<file path="src/rtl/axi_cmd_master_pkg.sv">
// Shared types and constants for the AXI command master.
// Holds the controller state encoding, AXI burst/response codes and the
// 4 KB address boundary used by the optional boundary check.
package axi_cmd_master_pkg;

  typedef enum logic [2:0] {
    S_IDLE,
    S_AR,
    S_R,
    S_AW,
    S_W,
    S_B,
    S_DONE
  } state_e;

  localparam logic [1:0] BURST_FIXED = 2'b00;
  localparam logic [1:0] BURST_INCR  = 2'b01;

  localparam logic [1:0] RESP_OKAY   = 2'b00;
  localparam logic [1:0] RESP_SLVERR = 2'b10;

  localparam int unsigned BOUNDARY_4K = 4096;

  // Worst (numerically largest) of two AXI response codes.
  function automatic logic [1:0] resp_max(input logic [1:0] a, input logic [1:0] b);
    return (a > b) ? a : b;
  endfunction

endpackage

</file>
<file path="src/rtl/axi_cmd_master_fifo.sv">
// Small synchronous FIFO buffering returned read beats.
// DEPTH must be a power of two so the pointers wrap naturally.
// A push is accepted at full when a pop happens in the same cycle.
module axi_cmd_master_fifo #(
  parameter int DEPTH = 4,
  parameter int WIDTH = 33
) (
  input  logic                       clk,
  input  logic                       rst,
  input  logic                       push,
  input  logic [WIDTH-1:0]           push_data,
  input  logic                       pop,
  output logic [WIDTH-1:0]           pop_data,
  output logic                       full,
  output logic                       empty,
  output logic [$clog2(DEPTH):0]     count
);

  localparam int PTR_W = $clog2(DEPTH);
  localparam logic [PTR_W:0] FULL_COUNT = (PTR_W+1)'(DEPTH);

  logic [WIDTH-1:0] mem_q [DEPTH];
  logic [PTR_W-1:0] wr_ptr_q, wr_ptr_d;
  logic [PTR_W-1:0] rd_ptr_q, rd_ptr_d;
  logic [PTR_W:0]   count_q, count_d;
  logic             do_push, do_pop;

  assign full     = (count_q == FULL_COUNT);
  assign empty    = (count_q == '0);
  assign count    = count_q;
  assign do_pop   = pop && !empty;
  assign do_push  = push && (!full || do_pop);
  assign pop_data = mem_q[rd_ptr_q];

  // Advance pointers and occupancy for this cycle's push/pop.
  always_comb begin
    wr_ptr_d = wr_ptr_q;
    rd_ptr_d = rd_ptr_q;
    count_d  = count_q;
    if (do_push) wr_ptr_d = wr_ptr_q + PTR_W'(1);
    if (do_pop)  rd_ptr_d = rd_ptr_q + PTR_W'(1);
    case ({do_push, do_pop})
      2'b10:   count_d = count_q + (PTR_W+1)'(1);
      2'b01:   count_d = count_q - (PTR_W+1)'(1);
      default: count_d = count_q;
    endcase
  end

  // Pointer and occupancy registers; reset empties the FIFO.
  always_ff @(posedge clk or posedge rst) begin
    if (rst) begin
      wr_ptr_q <= '0;
      rd_ptr_q <= '0;
      count_q  <= '0;
    end else begin
      wr_ptr_q <= wr_ptr_d;
      rd_ptr_q <= rd_ptr_d;
      count_q  <= count_d;
    end
  end

  // Storage array; contents need no reset since occupancy gates reads.
  always_ff @(posedge clk) begin
    if (do_push) mem_q[wr_ptr_q] <= push_data;
  end

endmodule

</file>
<file path="src/rtl/axi_cmd_master.sv">
// Single-outstanding AXI4 burst master driven by a simple command port.
// Writes stream data from wd_*, reads return through a buffer on rd_*,
// and each command ends with a one-cycle done pulse carrying the worst
// response. Optional feature: define AXI_CMD_MASTER_4K_CHECK_EN to reject
// bursts crossing a 4 KB boundary (no AXI traffic, SLVERR completion,
// write data still drained).
module axi_cmd_master
  import axi_cmd_master_pkg::*;
#(
  parameter int AXI_ADDR_WIDTH = 32,
  parameter int AXI_DATA_WIDTH = 32,
  parameter int AXI_ID_WIDTH   = 6,
  parameter int AXI_LEN_WIDTH  = 8,
  parameter int AXI_ID_VALUE   = 0,
  parameter int RD_FIFO_DEPTH  = 4
) (
  input  logic                        m_axi_clk,
  input  logic                        m_axi_rst,
  input  logic                        cmd_valid,
  output logic                        cmd_ready,
  input  logic                        cmd_write,
  input  logic [AXI_ADDR_WIDTH-1:0]   cmd_addr,
  input  logic [AXI_LEN_WIDTH-1:0]    cmd_len,
  input  logic [2:0]                  cmd_size,
  input  logic                        wd_valid,
  output logic                        wd_ready,
  input  logic [AXI_DATA_WIDTH-1:0]   wd_data,
  input  logic [AXI_DATA_WIDTH/8-1:0] wd_strb,
  output logic                        rd_valid,
  input  logic                        rd_ready,
  output logic [AXI_DATA_WIDTH-1:0]   rd_data,
  output logic                        rd_last,
  output logic                        done_valid,
  output logic [1:0]                  done_resp,
  output logic [AXI_ID_WIDTH-1:0]     m_axi_awid,
  output logic [AXI_ADDR_WIDTH-1:0]   m_axi_awaddr,
  output logic [AXI_LEN_WIDTH-1:0]    m_axi_awlen,
  output logic [2:0]                  m_axi_awsize,
  output logic [1:0]                  m_axi_awburst,
  output logic                        m_axi_awlock,
  output logic [3:0]                  m_axi_awcache,
  output logic [2:0]                  m_axi_awprot,
  output logic [3:0]                  m_axi_awqos,
  output logic                        m_axi_awvalid,
  input  logic                        m_axi_awready,
  output logic [AXI_DATA_WIDTH-1:0]   m_axi_wdata,
  output logic [AXI_DATA_WIDTH/8-1:0] m_axi_wstrb,
  output logic                        m_axi_wlast,
  output logic                        m_axi_wvalid,
  input  logic                        m_axi_wready,
  input  logic [AXI_ID_WIDTH-1:0]     m_axi_bid,
  input  logic [1:0]                  m_axi_bresp,
  input  logic                        m_axi_bvalid,
  output logic                        m_axi_bready,
  output logic [AXI_ID_WIDTH-1:0]     m_axi_arid,
  output logic [AXI_ADDR_WIDTH-1:0]   m_axi_araddr,
  output logic [AXI_LEN_WIDTH-1:0]    m_axi_arlen,
  output logic [2:0]                  m_axi_arsize,
  output logic [1:0]                  m_axi_arburst,
  output logic                        m_axi_arlock,
  output logic [3:0]                  m_axi_arcache,
  output logic [2:0]                  m_axi_arprot,
  output logic [3:0]                  m_axi_arqos,
  output logic                        m_axi_arvalid,
  input  logic                        m_axi_arready,
  input  logic [AXI_ID_WIDTH-1:0]     m_axi_rid,
  input  logic [AXI_DATA_WIDTH-1:0]   m_axi_rdata,
  input  logic [1:0]                  m_axi_rresp,
  input  logic                        m_axi_rlast,
  input  logic                        m_axi_rvalid,
  output logic                        m_axi_rready
);

  localparam int         DB       = AXI_DATA_WIDTH / 8;
  localparam logic [2:0] MAX_SIZE = 3'($clog2(DB));
  localparam int         CNT_W    = $clog2(RD_FIFO_DEPTH) + 1;

  state_e                      state_q, state_d;
  logic [AXI_ADDR_WIDTH-1:0]   addr_q, addr_d;
  logic [AXI_LEN_WIDTH-1:0]    len_q, len_d;
  logic [2:0]                  size_q, size_d;
  logic [AXI_LEN_WIDTH-1:0]    beat_q, beat_d;
  logic [1:0]                  resp_q, resp_d;
  logic                        rlast_seen_q, rlast_seen_d;
  logic                        discard_q, discard_d;

  logic [2:0]                  size_clamped;
  logic                        over_4k;
  logic                        w_fire;
  logic                        r_push;
  logic                        fifo_full, fifo_empty;
  logic [CNT_W-1:0]            fifo_count;
  logic [AXI_DATA_WIDTH:0]     fifo_dout;
  logic                        unused_ok;

  assign unused_ok = ^{m_axi_bid, m_axi_rid, fifo_count};

  assign cmd_ready     = (state_q == S_IDLE) && !m_axi_rst;

  assign m_axi_awid    = AXI_ID_WIDTH'(AXI_ID_VALUE);
  assign m_axi_awaddr  = addr_q;
  assign m_axi_awlen   = len_q;
  assign m_axi_awsize  = size_q;
  assign m_axi_awburst = (state_q == S_AW) ? BURST_INCR : BURST_FIXED;
  assign m_axi_awlock  = 1'b0;
  assign m_axi_awcache = 4'd0;
  assign m_axi_awprot  = 3'd0;
  assign m_axi_awqos   = 4'd0;
  assign m_axi_awvalid = (state_q == S_AW);

  assign w_fire        = (state_q == S_W) && wd_valid && (discard_q || m_axi_wready);
  assign wd_ready      = (state_q == S_W) && (discard_q || m_axi_wready);
  assign m_axi_wvalid  = (state_q == S_W) && !discard_q && wd_valid;
  assign m_axi_wdata   = wd_data;
  assign m_axi_wstrb   = wd_strb;
  assign m_axi_wlast   = (state_q == S_W) && (beat_q == len_q);

  assign m_axi_bready  = (state_q == S_B);

  assign m_axi_arid    = AXI_ID_WIDTH'(AXI_ID_VALUE);
  assign m_axi_araddr  = addr_q;
  assign m_axi_arlen   = len_q;
  assign m_axi_arsize  = size_q;
  assign m_axi_arburst = (state_q == S_AR) ? BURST_INCR : BURST_FIXED;
  assign m_axi_arlock  = 1'b0;
  assign m_axi_arcache = 4'd0;
  assign m_axi_arprot  = 3'd0;
  assign m_axi_arqos   = 4'd0;
  assign m_axi_arvalid = (state_q == S_AR);

  assign m_axi_rready  = (state_q == S_R) && !rlast_seen_q && !fifo_full;
  assign r_push        = m_axi_rvalid && m_axi_rready;

  assign rd_valid      = !fifo_empty;
  assign rd_data       = fifo_dout[AXI_DATA_WIDTH-1:0];
  assign rd_last       = fifo_dout[AXI_DATA_WIDTH];

  assign done_valid    = (state_q == S_DONE);
  assign done_resp     = resp_q;

  axi_cmd_master_fifo #(
    .DEPTH (RD_FIFO_DEPTH),
    .WIDTH (AXI_DATA_WIDTH + 1)
  ) u_rd_fifo (
    .clk       (m_axi_clk),
    .rst       (m_axi_rst),
    .push      (r_push),
    .push_data ({m_axi_rlast, m_axi_rdata}),
    .pop       (rd_ready),
    .pop_data  (fifo_dout),
    .full      (fifo_full),
    .empty     (fifo_empty),
    .count     (fifo_count)
  );

  // Clamp the beat size to the bus width and flag bursts crossing 4 KB.
  always_comb begin
    size_clamped = (cmd_size > MAX_SIZE) ? MAX_SIZE : cmd_size;
`ifdef AXI_CMD_MASTER_4K_CHECK_EN
    over_4k = (32'(cmd_addr[11:0]) + ((32'(cmd_len) + 32'd1) << size_clamped))
              > 32'(BOUNDARY_4K);
`else
    over_4k = 1'b0;
`endif
  end

  // Command sequencing: next state plus latched command and response.
  always_comb begin
    state_d      = state_q;
    addr_d       = addr_q;
    len_d        = len_q;
    size_d       = size_q;
    beat_d       = beat_q;
    resp_d       = resp_q;
    rlast_seen_d = rlast_seen_q;
    discard_d    = discard_q;
    unique case (state_q)
      S_IDLE: begin
        if (cmd_valid) begin
          addr_d       = cmd_addr;
          len_d        = cmd_len;
          size_d       = size_clamped;
          beat_d       = '0;
          resp_d       = RESP_OKAY;
          rlast_seen_d = 1'b0;
          discard_d    = over_4k;
          if (over_4k) begin
            resp_d  = RESP_SLVERR;
            state_d = cmd_write ? S_W : S_DONE;
          end else begin
            state_d = cmd_write ? S_AW : S_AR;
          end
        end
      end
      S_AW: if (m_axi_awready) state_d = S_W;
      S_AR: if (m_axi_arready) state_d = S_R;
      S_W: begin
        if (w_fire) begin
          if (beat_q == len_q) state_d = discard_q ? S_DONE : S_B;
          else                 beat_d  = beat_q + AXI_LEN_WIDTH'(1);
        end
      end
      S_B: begin
        if (m_axi_bvalid) begin
          resp_d  = m_axi_bresp;
          state_d = S_DONE;
        end
      end
      S_R: begin
        if (r_push) begin
          resp_d = resp_max(resp_q, m_axi_rresp);
          if (m_axi_rlast) rlast_seen_d = 1'b1;
        end
        if (rlast_seen_q && fifo_empty) state_d = S_DONE;
      end
      S_DONE:  state_d = S_IDLE;
      default: state_d = S_IDLE;
    endcase
  end

  // State and command registers; reset abandons any transaction.
  always_ff @(posedge m_axi_clk or posedge m_axi_rst) begin
    if (m_axi_rst) begin
      state_q      <= S_IDLE;
      addr_q       <= '0;
      len_q        <= '0;
      size_q       <= '0;
      beat_q       <= '0;
      resp_q       <= RESP_OKAY;
      rlast_seen_q <= 1'b0;
      discard_q    <= 1'b0;
    end else begin
      state_q      <= state_d;
      addr_q       <= addr_d;
      len_q        <= len_d;
      size_q       <= size_d;
      beat_q       <= beat_d;
      resp_q       <= resp_d;
      rlast_seen_q <= rlast_seen_d;
      discard_q    <= discard_d;
    end
  end

endmodule
</file>
<file path="config.mk">
export PLATFORM = sky130hd
export DESIGN_NAME = axi_cmd_master
export DESIGN_NICKNAME = d
export VERILOG_FILES = /design/src/rtl/axi_cmd_master_pkg.sv /design/src/rtl/axi_cmd_master_fifo.sv /design/src/rtl/axi_cmd_master.sv
export SDC_FILE = /design/constraint.sdc
export NUM_CORES = 1
export LEC_CHECK = 0
export CAP_MARGIN = 20
export CORE_ASPECT_RATIO = 1.4
export CORE_UTILIZATION = 44
export CTS_CLUSTER_SIZE = 28
export DETAILED_ROUTE_END_ITERATION = 8
export PLACE_DENSITY = 0.81
export SYNTH_ARGS = -nofsm -noshare
export SYNTH_HDL_FRONTEND = slang
export SYNTH_SLANG_ARGS = --single-unit
</file>
<file path="constraint.sdc">
create_clock -name m_axi_clk -period 2.8 [get_ports m_axi_clk]
set_input_delay 0.56 -clock m_axi_clk [delete_from_list [all_inputs] [get_ports m_axi_clk]]
set_output_delay 0.56 -clock m_axi_clk [all_outputs]
set_load 0.005 [all_outputs]
</file>
**After elaboration in Yosys (flattened, before gate mapping)**

Memories as Yosys holds them, arrays and structs flattened.
Index checks and enable logic that the tools add are counted.

- Register bits after elaboration: 64
- Memory bits (writable): 132
- Input port bits: 139
- Output and inout bits: 207
- Logic and storage cells: 94
- Memories: 1

Memory list:

| name | words | bits a word | read ports | clocked after Yosys merged registers in | wr ports | line | RTL |
|---|---|---|---|---|---|---|---|
| u_rd_fifo.mem_q | 4 | 33 | 1 | 0 | 1 | axi_cmd_master_fifo.sv:22 | `logic [WIDTH-1:0] mem_q [DEPTH];` |

- $add $sub $neg: 5
- Order comparisons: 2
- Eq/ne operators: 21
- Multiplexer cells: 28
- Reductions and logical operators: 27

Operators with widths:

| operator | count |
|---|---|
| $mux 3 | 8 |
| $mux 8 | 3 |
| $pmux 3 s6 | 1 |
| $pmux 8 s2 | 1 |
| $eq 3x3->1 const B | 4 |
| $ne 2x2->1 const B | 6 |
| $logic_and 1x1->1 | 11 |
| $mux 2 | 5 |
| $ne 2x1->1 const B | 5 |
| $add 8x1->8 const B | 1 |
| $eq 8x8->1 | 1 |
| $reduce_and 4->1 | 2 |
| $mux 1 | 7 |
| $reduce_and 7->1 | 1 |
| $eq 3x2->1 const B | 2 |
| $logic_not 3->1 | 2 |
| $pmux 2 s3 | 1 |
| $pmux 3 s2 | 1 |
| $reduce_bool 2->1 | 3 |
| $reduce_and 5->1 | 1 |
| $add 2x1->2 const B | 2 |
| $logic_not 1->1 | 4 |
| $add 3x1->3 const B | 1 |
| $eq 3x1->1 const B | 1 |
| 9 further kinds | 9 |

**Logic depth before layout (Yosys ltp)**

Gate-level depths: netlist of the first run.

- Depth in word-level cells: 7
- Mapped depth: 11
- Mapped depth without buffers: 11

**Modules after synthesis**

From an unflattened synthesis of the first run, not the netlist that was laid out.

- Cell total of the unflattened synthesis: 566
- Area total of the unflattened synthesis: 8775.9 um2

Modules (own cells, without submodules):

| module | instances | cells each | area each (um2) | seq. area each (um2) |
|---|---|---|---|---|
| axi_cmd_master_fifo | 1 | 212 | 5191.2 | 4139.0 |
| axi_cmd_master | 1 | 354 | 3584.7 | 1426.4 |

**Least setup slack after synthesis of the first run**

OpenSTA, ideal clock, no wires.

- Path kind: input port to flip-flop
- Start: in m_axi_rvalid
- End: mem u_rd_fifo.mem_q[0][0], enable pin
- Library setup time: 393 ps
- Data arrival time: 1879 ps
- Data required time: 2407 ps
- Path slack: 528 ps
- Stages on the path: 2
- Buffers on the path: 0
- Path through: nor3b_1 -> and3_1

- Word-level cells in the longest chain between the ends: 4

Ends and longest elaborated chain:

| element | line | RTL |
|---|---|---|
| start, declared | axi_cmd_master.sv:70 | `input logic m_axi_rvalid,` |
| $logic_and 1x1->1 | axi_cmd_master.sv:132 | `assign r_push = m_axi_rvalid && m_axi_rready;` |
| $logic_and 1x1->1 | axi_cmd_master_fifo.sv:32 | `assign do_push = push && (!full \|\| do_pop);` |
| $mux 1 | axi_cmd_master_fifo.sv:64 | `if (do_push) mem_q[wr_ptr_q] <= push_data;` |
| $mux 1 (implied by the code) | axi_cmd_master_fifo.sv:64 |  |
| end, declared | axi_cmd_master_fifo.sv:22 |  |

Every way passes these cells.

**Worst setup path after layout of the first run**

- Start: reg state_q[1]
- End: out m_axi_wlast

- Word-level cells in the longest chain between the ends: 2

Ends and longest elaborated chain:

| element | line | RTL |
|---|---|---|
| start, declared | axi_cmd_master.sv:78 | `state_e state_q, state_d;` |
| start signal, assigned | axi_cmd_master.sv:233 | `state_q <= state_d;` |
| $eq 3x3->1 | axi_cmd_master.sv:116 | `assign m_axi_wlast = (state_q == S_W) && (beat_q == len_q);` |
| $logic_and 1x1->1 | axi_cmd_master.sv:116 |  |
| end, declared | axi_cmd_master.sv:48 | `output logic m_axi_wlast,` |

Every way passes these cells.

==> metrics.json, run 1 <==
{
  "cts_root_buf": {"value": "sky130_fd_sc_hd__clkbuf_16"},
  "detailedRoute.firstIterationViolations": {"value": 278},
  "floorplan.core_area": {"value": 19300, "unit": "um2"},
  "drtAntennaViolNets": {"value": 0},
  "final_cell_mix": {"value": "223 x sky130_fd_sc_hd__clkdlybuf4s50_1, 132 x sky130_fd_sc_hd__edfxtp_1, 110 x sky130_fd_sc_hd__nand2_1, 63 x sky130_fd_sc_hd__dfrtp_1, 38 x sky130_fd_sc_hd__conb_1"},
  "cpMaxStageDelayCell": {"value": "sky130_fd_sc_hd__clkdlybuf4s50_1"},
  "place.gp.congestion": {"value": 0.888},
  "timing.final.setup_violations": {"value": 0},
  "timing.critical_path.fanout_max": {"value": 13},
  "areaGrowthSynthToFinish": {"value": 28.8, "unit": "%"},
  "rsz_0062_raised_after_global_routing": {"value": "true"},
  "power.static_leakage": {"value": 0.00429, "unit": "uW"},
  "final_cell_area": {"value": 11200, "unit": "um2"},
  "cts.clk_slew.worst_paths": {"value": 0.08, "unit": "ns"},
  "run_status": {"value": "finished clean"},
  "cts_hold_buffers": {"value": 0},
  "first_global_vias": {"value": 4986},
  "drt-pass1-iter-count": {"value": 4},
  "cts_tree": {"value": "built"},
  "antenna_found_initial": {"value": 0},
  "timing_hold_violations_final": {"value": 0},
  "globalRouteTotalUtil": {"value": 0.190},
  "viasPerCell": {"value": 4.93},
  "worst_setup_path_start_kind": {"value": "register"},
  "maxCapViolCount": {"value": 0},
  "antenna_cells": {"value": 0},
  "worst_clock_skew": {"value": 0.00904, "unit": "ns"},
  "synthTopCellsByArea": {"value": "sky130_fd_sc_hd__edfxtp_1 46%, sky130_fd_sc_hd__dfrtp_1 18%, sky130_fd_sc_hd__buf_4 11%, sky130_fd_sc_hd__mux4_2 8.5%, sky130_fd_sc_hd__nand2_1 4.7%"},
  "finish.net_count": {"value": 912},
  "layoutNonFillerInstCount": {"value": 1025},
  "grt_first_pass_wirelength": {"value": 28600, "unit": "um"},
  "yosys.area.top_type": {"value": "sky130_fd_sc_hd__edfxtp_1"},
  "worstPathBufferInverterCount": {"value": 1},
  "synth_sequential_area_ratio": {"value": 0.639},
  "clock-sinks": {"value": 196},
  "synth_edf_count": {"value": 132},
  "worst_margin_pin_slew": {"value": 0.599, "unit": "ns"},
  "period_minus_slack": {"value": 2.70, "unit": "ns"},
  "effective_utilization_at_floorplan": {"value": 0.451},
  "crit_required": {"value": 2.24, "unit": "ns"},
  "grt_start_max_net_pins": {"value": 43},
  "die_h": {"value": 168, "unit": "um"},
  "critical_path.max_stage_delay": {"value": 0.58, "unit": "ns"},
  "fp-row-count": {"value": 60},
  "synthFlopType": {"value": "sky130_fd_sc_hd__edfxtp_1"},
  "die-area": {"value": 20400, "unit": "um2"},
  "setup.worst_path.class": {"value": "register to primary output"},
  "die_w": {"value": 121, "unit": "um"},
  "synth_async_sr_flop_share": {"value": 0.327},
  "hp-class": {"value": "register to register"},
  "timing.final.crit_share": {"value": 0.963},
  "floorplan.io_pins": {"value": 346},
  "synth_area": {"value": 8710, "unit": "um2"},
  "yosysWarnings": {"value": 0},
  "placement.cell_area": {"value": 10600, "unit": "um2"},
  "timing.critical_path.cells": {"value": "or2b_1, nor4_2, clkdlybuf4s50_1"},
  "port_buffers": {"value": 223},
  "crit_arrival": {"value": 2.14, "unit": "ns"},
  "yosysTopAreaCellShare": {"value": 0.455},
  "slew-limit-headroom": {"value": 0.601},
  "htreeDepth": {"value": 4},
  "synth_cell_type_count": {"value": 47},
  "slew_viol_final": {"value": 0},
  "routed_length_per_placed_instance": {"value": 18.6, "unit": "um"},
  "tritoncts.num_buffers": {"value": 17},
  "cts.path.max_buffers": {"value": 2},
  "vdd_drop_max": {"value": 0.000389, "unit": "V"},
  "later_pin_clock_latency_in_the_skew_report": {"value": 0.43, "unit": "ns"},
  "postSynthRegisterBits": {"value": 196},
  "dp_hpwl": {"value": 13600, "unit": "um"},
  "grt_overflow_total": {"value": 0},
  "routed_wl": {"value": 19000, "unit": "um"},
  "syn_area_per_cell": {"value": 14.3, "unit": "um2"},
  "remaining_drc_errors": {"value": 0},
  "achievable-frequency": {"value": 371, "unit": "MHz"},
  "crit_family": {"value": "simple AND/OR/NAND/NOR gates"},
  "via_count": {"value": 5056},
  "power_density": {"value": 661, "unit": "nW/um2"},
  "mostFrequentLayoutCell": {"value": "sky130_fd_sc_hd__clkdlybuf4s50_1"},
  "final_layout_size_suffix_gt1_frac": {"value": 0.134},
  "numPlacedInstances": {"value": 992},
  "crit_path_end_kind": {"value": "primary output"},
  "synthesis.instances": {"value": 611},
  "fillerInstances": {"value": 1501}
}
## synth_stat cells, types with 2 or more instances
| cell | n |
|---|---|
| sky130_fd_sc_hd__xor2_1 | 3 |
| sky130_fd_sc_hd__nor3_1 | 4 |
| sky130_fd_sc_hd__and2_1 | 6 |
| sky130_fd_sc_hd__dfrtp_1 | 64 |
| sky130_fd_sc_hd__nor2b_1 | 3 |
| sky130_fd_sc_hd__nand3_1 | 6 |
| sky130_fd_sc_hd__inv_1 | 11 |
| sky130_fd_sc_hd__a2111oi_0 | 2 |
| sky130_fd_sc_hd__mux4_2 | 33 |
| sky130_fd_sc_hd__nor3b_1 | 5 |
| sky130_fd_sc_hd__o21ai_0 | 6 |
| sky130_fd_sc_hd__a21o_1 | 3 |
| sky130_fd_sc_hd__nand4_1 | 3 |
| sky130_fd_sc_hd__buf_2 | 6 |
| sky130_fd_sc_hd__nor2_1 | 8 |
| sky130_fd_sc_hd__a221o_1 | 2 |
| sky130_fd_sc_hd__mux2i_1 | 3 |
| sky130_fd_sc_hd__and3_1 | 7 |
| sky130_fd_sc_hd__nand2_1 | 110 |
| sky130_fd_sc_hd__ha_1 | 8 |
| sky130_fd_sc_hd__a22oi_1 | 3 |
| sky130_fd_sc_hd__buf_4 | 122 |
| sky130_fd_sc_hd__o31ai_1 | 2 |
| sky130_fd_sc_hd__edfxtp_1 | 132 |
| sky130_fd_sc_hd__mux2_2 | 11 |
| sky130_fd_sc_hd__xnor2_1 | 11 |
| sky130_fd_sc_hd__a21oi_1 | 3 |
| sky130_fd_sc_hd__o41ai_1 | 2 |
| sky130_fd_sc_hd__and3_2 | 2 |
| sky130_fd_sc_hd__clkbuf_1 | 11 |
| sky130_fd_sc_hd__nor4_1 | 3 |
## metrics by stage
stage                      util  setup slack [ns]  power (uW)  setup TNS, ns  hold WS [ns]
after floorplan               -             0.528        4290              0         0.449
after detailed placement  0.550             0.324        5100              0         0.487
after global placement    0.550             0.365        5070              0         0.473
after CTS                 0.581            0.0387        7510              0         0.498
final                     0.581             0.103        7410              0         0.493
after global routing      0.581           -0.0781        7760        -0.0781         0.533
## per-layer routing
metal  routed length, um  global-route usage
met3                2000              0.0815
met1                7210               0.224
met2                9570               0.315
met5                   0                   0
met4                 236              0.0574
## sequential cells by signal, indices dropped and copies added (netlist names), 3 cells and up
register / cells
u_rd_fifo.mem_q: 132
m_axi_arlen: 8
m_axi_arsize: 3
beat_q: 8
u_rd_fifo.count: 3
state_q: 3
m_axi_araddr: 32
## final timing paths
path / cells after the start / endpoint / slack [ns] / from
worst max-delay path: 3 / m_axi_wlast / 0.10 / state_q[1]
worst min-delay path: 1 / u_rd_fifo.count[2] / 0.49 / u_rd_fifo.count[2]
worst max register to register: 11 / u_rd_fifo.count[2] / 0.58 / state_q[2]
worst min register to register: 1 / u_rd_fifo.count[2] / 0.49 / u_rd_fifo.count[2]
max in group asynchronous: 3 / m_axi_araddr[12] / 1.66 / m_axi_rst
min in group asynchronous: 2 / m_axi_arlen[6] / 0.52 / m_axi_rst
## cells by family (layout without fill, tap and decap cells)
group                      Yosys count  in the layout  synth area share
DFF                                196            196             0.639
and+or+nand+nor                    163            163            0.0853
buffers and inverters              151            280             0.119
muxes                               47             47             0.103
AOI/OAI and AO/OA                   30             30            0.0257
xor gates and xnor gates            14             14            0.0141
adders and majority gates            9              9            0.0138
other                                1             38          0.000431
## final cells by class
| class | count | area, um2 | area share |
|---|---|---|---|
| Multi-Input combinational cell | 301 | 2260 | 0.202 |
| Timing Repair Buffer | 237 | 2440 | 0.217 |
| Inverter | 11 | 41.3 | 0.00368 |
| Tap cell | 248 | 310 | 0.0277 |
| Clock inverter | 15 | 173 | 0.0154 |
| Sequential cell | 196 | 5570 | 0.496 |
| Clock buffer | 17 | 425 | 0.0379 |
## what timing repair did
action,in CTS,in global routing
setup buffers,0,1
endpoints found under the setup margin,0,3
resized for setup,0,1
## where the power goes
| group | switching (uW) | internal [uW] | total [uW] |
|---|---|---|---|
| sequential | 76.2 | 3160 | 3230 |
| combinational | 662 | 1110 | 1770 |
| clock | 1190 | 1210 | 2410 |
| total | 1930 | 5480 | 7410 |
No activity file was read; power rests on OpenSTA's default activity.
==> run 2: changes to the inputs <==
--- a/config.mk
+++ b/config.mk
@@ -7,6 +7,7 @@
 export LEC_CHECK = 0
 export CAP_MARGIN = 20
 export CORE_ASPECT_RATIO = 1.4
+export CORE_MARGIN = 2
 export CORE_UTILIZATION = 44
 export CTS_CLUSTER_SIZE = 28
 export DETAILED_ROUTE_END_ITERATION = 8
==> metrics.json, run 2 (synthesis gave the netlist of run 1 again) <==
{
  "effective_utilization_at_floorplan": {"value": 0.451},
  "areaGrowthSynthToFinish": {"value": 29.3, "unit": "%"},
  "via_count": {"value": 5083},
  "drtAntennaViolNets": {"value": 0},
  "remaining_drc_errors": {"value": 0},
  "globalRouteTotalUtil": {"value": 0.186},
  "timing.final.crit_share": {"value": 0.969},
  "die_w": {"value": 123, "unit": "um"},
  "comb_power_share": {"value": 0.235},
  "grt_first_pass_wirelength": {"value": 28900, "unit": "um"},
  "crit_arrival": {"value": 2.15, "unit": "ns"},
  "later_pin_clock_latency_in_the_skew_report": {"value": 0.43, "unit": "ns"},
  "setup.worst_path.class": {"value": "register to primary output"},
  "worst_clock_skew": {"value": 0.0115, "unit": "ns"},
  "worst_margin_pin_slew": {"value": 0.630, "unit": "ns"},
  "hp-class": {"value": "register to register"},
  "critical_path.max_stage_delay": {"value": 0.52, "unit": "ns"},
  "power.switching_fraction": {"value": 0.267},
  "largest_reg_flops": {"value": 132},
  "clock-sinks": {"value": 196},
  "period_minus_slack": {"value": 2.71, "unit": "ns"},
  "timing.final.setup_violations": {"value": 0},
  "crit_required": {"value": 2.24, "unit": "ns"},
  "die-area": {"value": 20900, "unit": "um2"},
  "cts.clk_slew.worst_paths": {"value": 0.08, "unit": "ns"},
  "fin_setup_tns": {"value": 0, "unit": "ns"},
  "achievable-frequency": {"value": 368, "unit": "MHz"},
  "fp-row-count": {"value": 60},
  "viasPerCell": {"value": 4.95},
  "cts_root_buf": {"value": "sky130_fd_sc_hd__clkbuf_16"},
  "tritoncts.num_buffers": {"value": 17},
  "routed_length_per_placed_instance": {"value": 19.0, "unit": "um"},
  "run_status": {"value": "finished clean"},
  "worst_setup_path_start_kind": {"value": "register"},
  "crit_family": {"value": "buffers and inverters"},
  "drt-pass1-iter-count": {"value": 4},
  "final_layout_size_suffix_gt1_frac": {"value": 0.136},
  "slew_viol_final": {"value": 0},
  "place_worst_setup_slack": {"value": 0.321, "unit": "ns"},
  "finish.net_count": {"value": 913},
  "detailedRoute.firstIterationViolations": {"value": 325},
  "first_global_vias": {"value": 5184},
  "floorplan.io_pins": {"value": 346},
  "crit_path_end_kind": {"value": "primary output"},
  "place.gp.congestion": {"value": 0.844},
  "rsz_0062_raised_after_global_routing": {"value": "false"},
  "grt_overflow_total": {"value": 0},
  "die_h": {"value": 170, "unit": "um"},
  "dp_hpwl": {"value": 13800, "unit": "um"},
  "htreeDepth": {"value": 4},
  "vdd_drop_max": {"value": 0.000457, "unit": "V"},
  "worst_slack": {"value": 0.0855, "unit": "ns"},
  "cts.path.max_buffers": {"value": 2},
  "internal-power": {"value": 5480, "unit": "uW"},
  "power_density": {"value": 663, "unit": "nW/um2"},
  "timing.critical_path.cells": {"value": "buf_12, mux4_2, clkdlybuf4s50_1"},
  "timing_hold_violations_final": {"value": 0},
  "share_seq_of_total_power": {"value": 0.434},
  "port_buffers": {"value": 223},
  "final_cell_mix": {"value": "213 x sky130_fd_sc_hd__clkdlybuf4s50_1, 132 x sky130_fd_sc_hd__edfxtp_1, 110 x sky130_fd_sc_hd__nand2_1, 62 x sky130_fd_sc_hd__dfrtp_1, 38 x sky130_fd_sc_hd__conb_1"},
  "mostFrequentLayoutCell": {"value": "sky130_fd_sc_hd__clkdlybuf4s50_1"},
  "antenna_cells": {"value": 0},
  "cts_tree": {"value": "built"},
  "slew-limit-headroom": {"value": 0.580},
  "regMostFlops": {"value": "u_rd_fifo.mem_q"},
  "floorplan.core_area": {"value": 19300, "unit": "um2"},
  "switch_pwr": {"value": 1990, "unit": "uW"},
  "power.static_leakage": {"value": 0.00439, "unit": "uW"},
  "grt_start_max_net_pins": {"value": 41},
  "antenna_found_initial": {"value": 0},
  "timing.critical_path.fanout_max": {"value": 25},
  "worstPathBufferInverterCount": {"value": 2},
  "maxCapViolCount": {"value": 0},
  "cpMaxStageDelayCell": {"value": "sky130_fd_sc_hd__mux4_2"},
  "routed_wl": {"value": 19500, "unit": "um"},
  "power": {"value": 7470, "unit": "uW"},
  "clkPwrFrac": {"value": 0.331}
}
run 2: worst paths after layout:
check,startpoint,to,slack (ns),cells after the start
worst max register to register,state_q[0],u_rd_fifo.count[2],0.53,9
min in group asynchronous,m_axi_rst,m_axi_arlen[6],0.53,2
worst min-delay path,u_rd_fifo.count[2],u_rd_fifo.count[2],0.49,1
max in group asynchronous,m_axi_rst,m_axi_araddr[12],1.65,3
worst max-delay path,u_rd_fifo.rd_ptr_q[0],rd_data[27],0.09,3
worst min register to register,u_rd_fifo.count[2],u_rd_fifo.count[2],0.49,1
run 2: worst reg2reg max path: stages (launching register included):
cell                      delay, ns
sky130_fd_sc_hd__dfrtp_1       0.75
sky130_fd_sc_hd__nor2_1        0.14
sky130_fd_sc_hd__and2_1        0.21
sky130_fd_sc_hd__inv_1         0.06
sky130_fd_sc_hd__ha_1          0.17
sky130_fd_sc_hd__inv_1         0.07
sky130_fd_sc_hd__fa_1          0.37
sky130_fd_sc_hd__xor2_1        0.15
sky130_fd_sc_hd__nor2_1        0.11
sky130_fd_sc_hd__xor2_1        0.17
run 2: per-stage QoR:
step / cell area [um2] / hold WS, ns / utilization / std cells
floorplan: 8850 / 0.449 / - / 648
global placement: 10600 / 0.472 / 0.550 / 992
detailed placement: 10600 / 0.479 / 0.550 / 992
CTS: 11200 / 0.491 / 0.581 / 1024
global route: 11300 / 0.509 / 0.584 / 1026
finish: 11300 / 0.489 / 0.584 / 1026
run 2: area by class of cell:
class / count / area, um2
sequential: 196 / 5570
tap: 248 / 310
clock inverter: 15 / 191
multi-input combinational: 301 / 2260
clock buffer: 17 / 425
inverter: 11 / 41.3
fill: 1488 / 8030
timing repair buffer: 238 / 2470
run 2: repair_timing:
action / 4_1_cts / 5_1_grt
setup buffers: 0 / 2
gates resized for setup: 1 / 11
endpoints found under the setup margin: 1 / 13
pin swaps: 0 / 2
hold buffers: 0 / 0
run 2: layer usage:
| metal | GRT usage | wire [um] | part of all wire |
|---|---|---|---|
| met2 | 0.293 | 9580 | 0.49 |
| met4 | 0.0715 | 448 | 0.023 |
| met3 | 0.0771 | 1960 | 0.10 |
| met1 | 0.226 | 7520 | 0.39 |
| met5 | 0 | 0 | 0 |
run 2: power by group through the flow:
| stage | clock, uW | sequential (uW) | combinational, uW |
|---|---|---|---|
| after floorplan | 0 | 3260 | 1030 |
| after global placement | 0 | 3300 | 1770 |
| after detailed placement | 0 | 3310 | 1810 |
| after CTS | 2540 | 3240 | 1810 |
| after global routing | 2650 | 3250 | 1890 |
| final | 2470 | 3240 | 1750 |
==> run 3: changes to the inputs <==
--- a/config.mk
+++ b/config.mk
@@ -5,13 +5,17 @@
 export SDC_FILE = /design/constraint.sdc
 export NUM_CORES = 1
 export LEC_CHECK = 0
+export ABC_AREA = 1
 export CAP_MARGIN = 20
+export CELL_PAD_IN_SITES_DETAIL_PLACEMENT = 1
+export CELL_PAD_IN_SITES_GLOBAL_PLACEMENT = 2
 export CORE_ASPECT_RATIO = 1.4
 export CORE_MARGIN = 2
-export CORE_UTILIZATION = 44
+export CORE_UTILIZATION = 26
 export CTS_CLUSTER_SIZE = 28
 export DETAILED_ROUTE_END_ITERATION = 8
-export PLACE_DENSITY = 0.81
+export PLACE_DENSITY_LB_ADDON = 0.1
+export SETUP_SLACK_MARGIN = 0.02
 export SYNTH_ARGS = -nofsm -noshare
 export SYNTH_HDL_FRONTEND = slang
 export SYNTH_SLANG_ARGS = --single-unit
==> metrics.json, run 3 <==
{
  "dp_hpwl": {"value": 15500, "unit": "um"},
  "floorplan.io_pins": {"value": 346},
  "later_pin_clock_latency_in_the_skew_report": {"value": 0.45, "unit": "ns"},
  "areaGrowthSynthToFinish": {"value": 31.2, "unit": "%"},
  "fp-row-count": {"value": 80},
  "crit_required": {"value": 2.24, "unit": "ns"},
  "hp-class": {"value": "input port to async pin"},
  "largest_reg_flops": {"value": 132},
  "slew_viol_final": {"value": 0},
  "cts_hold_buffers": {"value": 0},
  "finish.utilization": {"value": 0.345},
  "port_buffers": {"value": 223},
  "maxCapViolCount": {"value": 0},
  "power_density": {"value": 961, "unit": "nW/um2"},
  "setup.worst_path.class": {"value": "register to primary output"},
  "yosysTopAreaCellShare": {"value": 0.444},
  "timing.final.setup_violations": {"value": 0},
  "routed_length_per_placed_instance": {"value": 15.8, "unit": "um"},
  "globalRouteTotalUtil": {"value": 0.131},
  "vdd_drop_max": {"value": 0.000346, "unit": "V"},
  "floorplan.core_area": {"value": 33900, "unit": "um2"},
  "antenna_found_initial": {"value": 1},
  "postSynthRegisterBits": {"value": 196},
  "detailedRoute.firstIterationViolations": {"value": 225},
  "final_layout_size_suffix_gt1_frac": {"value": 0.0836},
  "viasPerCell": {"value": 4.19},
  "r2r_start": {"value": "u_rd_fifo.count[1]"},
  "die_h": {"value": 223, "unit": "um"},
  "remaining_drc_errors": {"value": 0},
  "reg2reg_setup_slack": {"value": 0.89, "unit": "ns"},
  "synth_edf_count": {"value": 132},
  "cts_root_buf": {"value": "sky130_fd_sc_hd__clkbuf_16"},
  "regMostFlops": {"value": "u_rd_fifo.mem_q"},
  "place.gp.congestion": {"value": 0.684},
  "grt_first_pass_wirelength": {"value": 36000, "unit": "um"},
  "multi_input_area": {"value": 2350, "unit": "um2"},
  "die_w": {"value": 161, "unit": "um"},
  "finish.net_count": {"value": 1141},
  "timing.final.crit_share": {"value": 0.973},
  "timing_hold_violations_final": {"value": 0},
  "syn_area_per_cell": {"value": 10.6, "unit": "um2"},
  "period_minus_slack": {"value": 2.72, "unit": "ns"},
  "synth_top_cells_by_count": {"value": "182 x sky130_fd_sc_hd__nand2_1, 132 x sky130_fd_sc_hd__edfxtp_1, 122 x sky130_fd_sc_hd__buf_4, 91 x sky130_fd_sc_hd__nor2_1, 74 x sky130_fd_sc_hd__o21ai_0"},
  "htreeDepth": {"value": 4},
  "grt_overflow_total": {"value": 0},
  "worst_setup_path_start_kind": {"value": "register"},
  "cts.clk_slew.worst_paths": {"value": 0.07, "unit": "ns"},
  "timing.critical_path.fanout_max": {"value": 67},
  "yosysWarnings": {"value": 0},
  "tritoncts.num_buffers": {"value": 17},
  "worst_margin_pin_slew": {"value": 0.760, "unit": "ns"},
  "achievable-frequency": {"value": 367, "unit": "MHz"},
  "routed_wl": {"value": 23100, "unit": "um"},
  "rsz_0062_raised_after_global_routing": {"value": "true"},
  "synthFlopType": {"value": "sky130_fd_sc_hd__edfxtp_1"},
  "die-area": {"value": 35900, "unit": "um2"},
  "slew-limit-headroom": {"value": 0.493},
  "critical_path.reg2reg.endpoint": {"value": "u_rd_fifo.count[2]"},
  "numPlacedInstances": {"value": 1423},
  "effective_utilization_at_floorplan": {"value": 0.263},
  "via_count": {"value": 6104},
  "crit_path_end_kind": {"value": "primary output"},
  "cts.path.max_buffers": {"value": 2},
  "reg2reg_depth": {"value": 9},
  "worst_clock_skew": {"value": 0.0160, "unit": "ns"},
  "synth_most_common_cell": {"value": "sky130_fd_sc_hd__nand2_1"},
  "synth_async_sr_flop_share": {"value": 0.327},
  "clock-sinks": {"value": 196},
  "synthTopCellsByArea": {"value": "sky130_fd_sc_hd__edfxtp_1 44%, sky130_fd_sc_hd__dfrtp_1 18%, sky130_fd_sc_hd__buf_4 10%, sky130_fd_sc_hd__nand2_1 7.7%, sky130_fd_sc_hd__o21ai_0 4.1%"},
  "fin_setup_tns": {"value": 0, "unit": "ns"},
  "crit_arrival": {"value": 2.16, "unit": "ns"},
  "synth_sequential_area_ratio": {"value": 0.623},
  "seq_area": {"value": 5570, "unit": "um2"},
  "synth_cell_type_count": {"value": 32},
  "mostFrequentLayoutCell": {"value": "sky130_fd_sc_hd__clkdlybuf4s50_1"},
  "power.static_leakage": {"value": 0.00457, "unit": "uW"},
  "final_cell_mix": {"value": "222 x sky130_fd_sc_hd__clkdlybuf4s50_1, 181 x sky130_fd_sc_hd__nand2_1, 132 x sky130_fd_sc_hd__edfxtp_1, 85 x sky130_fd_sc_hd__nor2_1, 73 x sky130_fd_sc_hd__o21ai_0"},
  "power": {"value": 11300, "unit": "uW"},
  "drt-pass1-iter-count": {"value": 4},
  "grt_start_max_net_pins": {"value": 68},
  "run_status": {"value": "finished clean"},
  "worst_slack": {"value": 0.0758, "unit": "ns"},
  "drtAntennaViolNets": {"value": 0},
  "place_worst_setup_slack": {"value": 0.383, "unit": "ns"},
  "antenna_cells": {"value": 0},
  "fillerInstances": {"value": 3769},
  "yosys.area.top_type": {"value": "sky130_fd_sc_hd__edfxtp_1"},
  "first_global_vias": {"value": 6469},
  "layoutNonFillerInstCount": {"value": 1456},
  "synthesis.instances": {"value": 841},
  "synth_area": {"value": 8930, "unit": "um2"},
  "cts_tree": {"value": "built"}
}
==> run 3: changes by cell type after synthesis, moves of 13 or more <==
cell	delta
sky130_fd_sc_hd__inv_1	+30
sky130_fd_sc_hd__mux4_2	-33
sky130_fd_sc_hd__nor2_1	+83
sky130_fd_sc_hd__nand3_1	+13
sky130_fd_sc_hd__o22ai_1	+32
sky130_fd_sc_hd__o21ai_0	+68
sky130_fd_sc_hd__nand2_1	+72
==> run 3: worst max path at each step <==
stage / cells after the start / start / end
floorplan: 5 / state_q[0] / u_rd_fifo.mem_q[0][0]
global placement: 5 / u_rd_fifo.rd_ptr_q[0] / rd_data[4]
detailed placement: 5 / u_rd_fifo.rd_ptr_q[0] / rd_data[4]
CTS: 5 / u_rd_fifo.rd_ptr_q[0] / rd_data[4]
global route: 4 / u_rd_fifo.rd_ptr_q[0] / rd_data[27]
finish: 4 / u_rd_fifo.rd_ptr_q[0] / rd_data[27]
==> run 3: area by class of cell <==
type / instances / share of cell area
Sequential cell: 196 / 0.475
Timing Repair Buffer: 244 / 0.213
Multi-Input combinational cell: 489 / 0.201
Tap cell: 451 / 0.0482
Clock buffer: 17 / 0.0363
Inverter: 45 / 0.0154
Clock inverter: 14 / 0.0108
==> run 3: routing by layer <==
layer  routed length [um]  global-route usage  part of all wire  up-vias
met5                   13                   0           0.00056        -
li1                     -                   -                 -     2946
met1                 9380               0.152              0.41     2961
met3                 1360              0.0357             0.059       27
met2                11900               0.230              0.52      168
met4                  426              0.0517             0.018        2
==> run 3: through the flow <==
| stage | area, um2 | hold slack (ns) |
|---|---|---|
| after global routing | 11700 | 0.492 |
| final | 11700 | 0.464 |
| after global placement | 11100 | 0.457 |
| after floorplan | 9070 | 0.437 |
| after detailed placement | 11100 | 0.463 |
| after CTS | 11700 | 0.453 |
==> run 3: report_power, final <==
part | leakage, uW | switching, uW | total, uW | internal (uW)
sequential | 0.00199 | 382 | 3930 | 3550
combinational | 0.00231 | 2380 | 4950 | 2570
clock | 0.000273 | 1140 | 2370 | 1230
total | 0.00457 | 3900 | 11300 | 7360
==> run 3: logic make-up (layout without fill, tap and decap cells) <==
logic type	count (synthesis)	in the layout	synth area share
other	1	38	0.000420
adders and majority gates	9	9	0.0135
and+or+nand+nor	309	309	0.142
buffers and inverters	193	320	0.134
xor gates and xnor gates	13	13	0.0128
AOI/OAI and AO/OA	120	120	0.0734
DFF	196	196	0.623
==> run 3: what timing repair did <==
item                                    4_1_cts  5_1_grt
setup buffers                                 0        2
endpoints found under the setup margin       28        8
pin swaps                                     0        1
resized for setup                             7        8
==> run 3: critical path: stages (launching register included) <==
cell	delay, ns
sky130_fd_sc_hd__dfrtp_2	0.43
sky130_fd_sc_hd__buf_12	0.27
sky130_fd_sc_hd__o21ai_0	0.14
sky130_fd_sc_hd__o22ai_1	0.26
sky130_fd_sc_hd__clkdlybuf4s50_1	0.57
